$ cat config.mk
export PLATFORM = sky130hd
export DESIGN_NAME = reg_file_hs
export DESIGN_NICKNAME = d
export VERILOG_FILES = /design/src/rtl/reg_file_hs.sv
export SDC_FILE = /design/constraint.sdc
export NUM_CORES = 1
export LEC_CHECK = 0
export ABC_CLOCK_PERIOD_IN_PS = 2050
export BUFFER_PORTS_ARGS = -buffer_cell sky130_fd_sc_hd__buf_2
export CORE_AREA = 8 8 143 245
export DETAILED_ROUTE_END_ITERATION = 12
export DIE_AREA = 0 0 151 253
export SLEW_MARGIN = 20
export SYNTH_ARGS = -nofsm -noshare
export SYNTH_HDL_FRONTEND = slang
export SYNTH_SLANG_ARGS = --single-unit
$ cat constraint.sdc
create_clock -name clk -period 2.05 [get_ports clk]
set_clock_uncertainty 0.05 [all_clocks]
set_input_delay 0.3075 -clock clk [delete_from_list [all_inputs] [get_ports clk]]
set_output_delay 0.3075 -clock clk [all_outputs]
set_load 0.02 [all_outputs]
$ cat src/rtl/reg_file_hs.sv
// reg_file_hs: 16x16 register file with req/ack write port, two read ports and pending scoreboard
module reg_file_hs #(
    parameter int NREGS = 16,
    parameter int AW = 4,
    parameter int DW = 16
) (
    input  logic          clk,
    input  logic          rst_n,
    input  logic          write_en,
    input  logic [AW-1:0] write_addr,
    input  logic [DW-1:0] write_data,
    output logic          reg_ack,
    input  logic [AW-1:0] rd_addr_a,
    input  logic [AW-1:0] rd_addr_b,
    output logic [DW-1:0] rd_data_a,
    output logic [DW-1:0] rd_data_b,
    output logic          busy_a,
    output logic          busy_b,
    input  logic          reserve_en,
    input  logic [AW-1:0] reserve_addr
);
    typedef enum logic [1:0] {IDLE, ACK, WAIT_LOW} state_t;
    state_t state_q, state_d;
    logic [DW-1:0] regs_q [NREGS];
    logic [DW-1:0] regs_d [NREGS];
    logic [NREGS-1:0] pending_q, pending_d;
    logic ack_q, ack_d;
    logic commit;
    always_comb begin
        commit = (state_q == IDLE) && write_en;
        state_d = (state_q == IDLE) ? (write_en ? ACK : IDLE) : (write_en ? WAIT_LOW : IDLE);
        ack_d = commit;
        regs_d = regs_q;
        if (commit && write_addr != '0) regs_d[write_addr] = write_data;
        pending_d = pending_q;
        if (commit) pending_d[write_addr] = 1'b0;
        if (reserve_en) pending_d[reserve_addr] = 1'b1;
        pending_d[0] = 1'b0;
    end
    always_ff @(posedge clk) begin
        if (!rst_n) begin
            state_q <= IDLE;
            regs_q <= '{default: '0};
            pending_q <= '0;
            ack_q <= 1'b0;
        end else begin
            state_q <= state_d;
            regs_q <= regs_d;
            pending_q <= pending_d;
            ack_q <= ack_d;
        end
    end
    assign reg_ack = ack_q;
    assign rd_data_a = (rd_addr_a == '0) ? '0 : regs_q[rd_addr_a];
    assign rd_data_b = (rd_addr_b == '0) ? '0 : regs_q[rd_addr_b];
    assign busy_a = pending_q[rd_addr_a];
    assign busy_b = pending_q[rd_addr_b];
endmodule

==> results.txt <==
Clock tree sinks - 274
Post-Route WL - 49,300 um
Initial Util - 0.442
Worst min-delay path category - input port to flop
CP Launch Type - flop
Lkg Pwr - 7.11 nW
Netlist cell types - 50
Iter 0 DRT Violations - 966
Port Buffers - 70
Final instance area - 17,400 um^2
R2R cell count - 5
Final setup margin - -0.227 ns
Max-Slew Margin vs Limit - 0.546
Root Driver - clkbuf_16
Comb pwr share - 0.128
Power share of the clock group - 0.435
Seq/Total Area, Yosys - 0.391
Worst Path Class, Setup - flop to output port
Ys flop type - dfxtp_1
Clk Latency, worst-skew pair - 0.54 ns
First-pass GRT wire length - 75,000 um
Register-to-Register Setup Slack - 0.19 ns
Run status - finished, violations left
Crit path from - regs_q[238]
Vias in the first global route - 12,300
Placed standard-cell area - 15,900 um^2
Final worst-path cycle share - 1.11
Sequential Power Share - 0.438
Core ar. - 31,800 um^2
Total vias in the final route - 12,100
Pre-antenna DRT Iters - 8
Post-placement cell count - 1,914
Pwr/cell area - 714 nW/um^2
Max frequency - 439 MHz
Worst r2r src - state_q[1]
Final net count - 1,584
Die W - 151 um
Peak supply drop - 0.566 mV
P_sw - 3.16 mW
ANT cells - 0
Cells after synthesis - 1,449
Average size of a mapped cell - 9.69 um^2
Placer congestion estimate - 0.877
Max cap viols - 0
Max FO, Critical Path - 3
Post-synth net total - 1,485
Post-Layout Cell Count - 1,967
Overflow after GRT - 0
Slew of the pin with the lowest slew margin - 0.678 ns
Finish-stage setup viols - 34
IO Pins - 71
Asr flop ratio synth - 0
Slew Limit Fails - 0
Internal power - 9.26 mW
CP endpoint kind - output port
Avg WL per Cell - 25.0 um
Switch share - 0.255
TritonCTS clock tree - yes
Post-route ant nets - 0
Initial antenna violation count - 1
Reg-to-reg endpoint - regs_q[209]
Drt via density - 6.17
Hold Path Stages - 3
Mapped cell area - 14,000 um^2
Die Area - 38,200 um^2
Clock-pin slew on the worst setup and hold paths - 0.07 ns
H-tree depth - 1
Worst Path Required - 1.69 ns
Clk buf depth - 3
Worst Path Arrival - 1.92 ns
Synthesis-stage register bit count - 274
RSZ-0062 raised after global routing - true
GR Util All Layers - 0.259
Site row count - 87
Largest net degree at the start of global routing - 74
Failing checks - negative setup slack
Area grow syn2layout - 23.7%
Share of layout cells above drive strength 1 - 0.291
Die Ht - 253 um
Hold Path End - regs_q[160]
Final hold viol count - 0
DRC viols - 0
Syn. warnings - 0
Number of synthesized flops with an enable pin - 0
Hold path start - write_data[0]
Core Util, Final - 0.547
Num CTS Buffers - 26
Post-DP HPWL - 34,000 um
Fin crit period - 2.28 ns
==> per-layer routing <==
| layer | share of wire | vias up | wire, um | global-route usage |
|---|---|---|---|---|
| li1 | - | 5495 | - | - |
| met1 | 0.39 | 6000 | 19300 | 0.317 |
| met2 | 0.50 | 503 | 24400 | 0.435 |
| met3 | 0.064 | 146 | 3150 | 0.0367 |
| met4 | 0.047 | 2 | 2320 | 0.131 |
| met5 | 0.00020 | - | 10 | 0 |
==> through the flow <==
step                      setup slack (ns)  TNS, ns  hold slack (ns)  power (mW)
after floorplan                   0.000316        0            0.376        6.37
after CTS                           -0.250    -4.21         0.000649        12.4
final                               -0.227    -3.61           0.0110        12.4
after global placement              -0.152    -2.97            0.396        7.03
after global routing                -0.296    -4.90           0.0208        12.7
after detailed placement            -0.164    -3.05            0.398        7.04
==> cell type report <==
type / count / area (um^2)
inverter: 3 / 11.3
sequential: 274 / 5540
clock inverter: 9 / 170
clock buffer: 38 / 767
fill: 2863 / 14400
tap: 400 / 500
timing repair buffer: 223 / 2180
multi-input combinational: 1020 / 8210
==> worst max-delay path, cell delays in order (launching register included) <==
cell      delay [ns]
dfxtp_1         0.33
mux4_2          0.45
nor2_1          0.10
a211oi_1        0.06
a221o_1         0.29
buf_6           0.14
==> power by group through the flow <==
stage | Clock (mW) | Sequential (mW) | Combinational, mW
finish | 5.40 | 5.43 | 1.58
CTS | 5.46 | 5.43 | 1.56
floorplan | 0 | 5.54 | 0.834
global placement | 0 | 5.55 | 1.48
detailed placement | 0 | 5.55 | 1.49
global route | 5.65 | 5.44 | 1.66
==> how the worst max path moves through the flow <==
stage,cells past startpoint,end
3_3_place_gp,6,rd_data_a[8]
3_5_place_dp,7,busy_a
6_report,5,rd_data_a[14]
4_1_cts,5,rd_data_b[15]
2_1_floorplan,7,rd_data_a[3]
5_1_grt,5,rd_data_b[7]
==> Yosys cell counts (15+ instances only) <==
cell	instances	share of area
dfxtp_1	274	0.39
a211o_1	15	0.0094
clkbuf_1	96	0.026
or3_1	15	0.0067
a22oi_1	33	0.018
mux2i_1	222	0.16
a21oi_1	77	0.027
buf_1	17	0.0045
a2bb2oi_1	30	0.019
a211oi_1	17	0.0091
a21boi_0	32	0.017
and2_1	21	0.0094
mux4_2	72	0.12
o21ai_0	82	0.029
nand3_1	74	0.026
buf_2	34	0.012
nand2_1	202	0.054
nor2b_1	43	0.019
o22ai_1	32	0.014
==> logic make-up after synthesis <==
| kind of cell | Yosys count | share of synthesized area |
|---|---|---|
| flops | 274 | 0.391 |
| buf+inv | 155 | 0.0474 |
| simple gates | 391 | 0.134 |
| mux | 296 | 0.275 |
| compound gates | 333 | 0.152 |
==> layout by cell type (no fill, tap or decap), drive strengths merged, types with 17 or more instances in the layout <==
master   instances
a21oi           77
nand3           75
mux4            72
a22oi           33
a2bb2oi         30
clkbuf          39
a21boi          32
buf            218
and2            21
nand2          204
a211oi          17
dfxtp          274
nor2b           43
mux2i          222
o22ai           32
o21ai           82
==> repair_timing <==
action / CTS / global route
pin swaps: 32 / 5
resized for setup: 118 / 34
endpoints found under the hold margin: 4 / 0
buffers inserted: 4 / 0
endpoints found under the setup margin: 34 / 35
hold buffers: 4 / 0
==> sequential cells by signal, indices dropped and copies added, names as in the netlist <==
name	count
pending_q	15
reg_ack	1
regs_q	256
state_q	2
No activity file was read; power rests on OpenSTA's default activity.
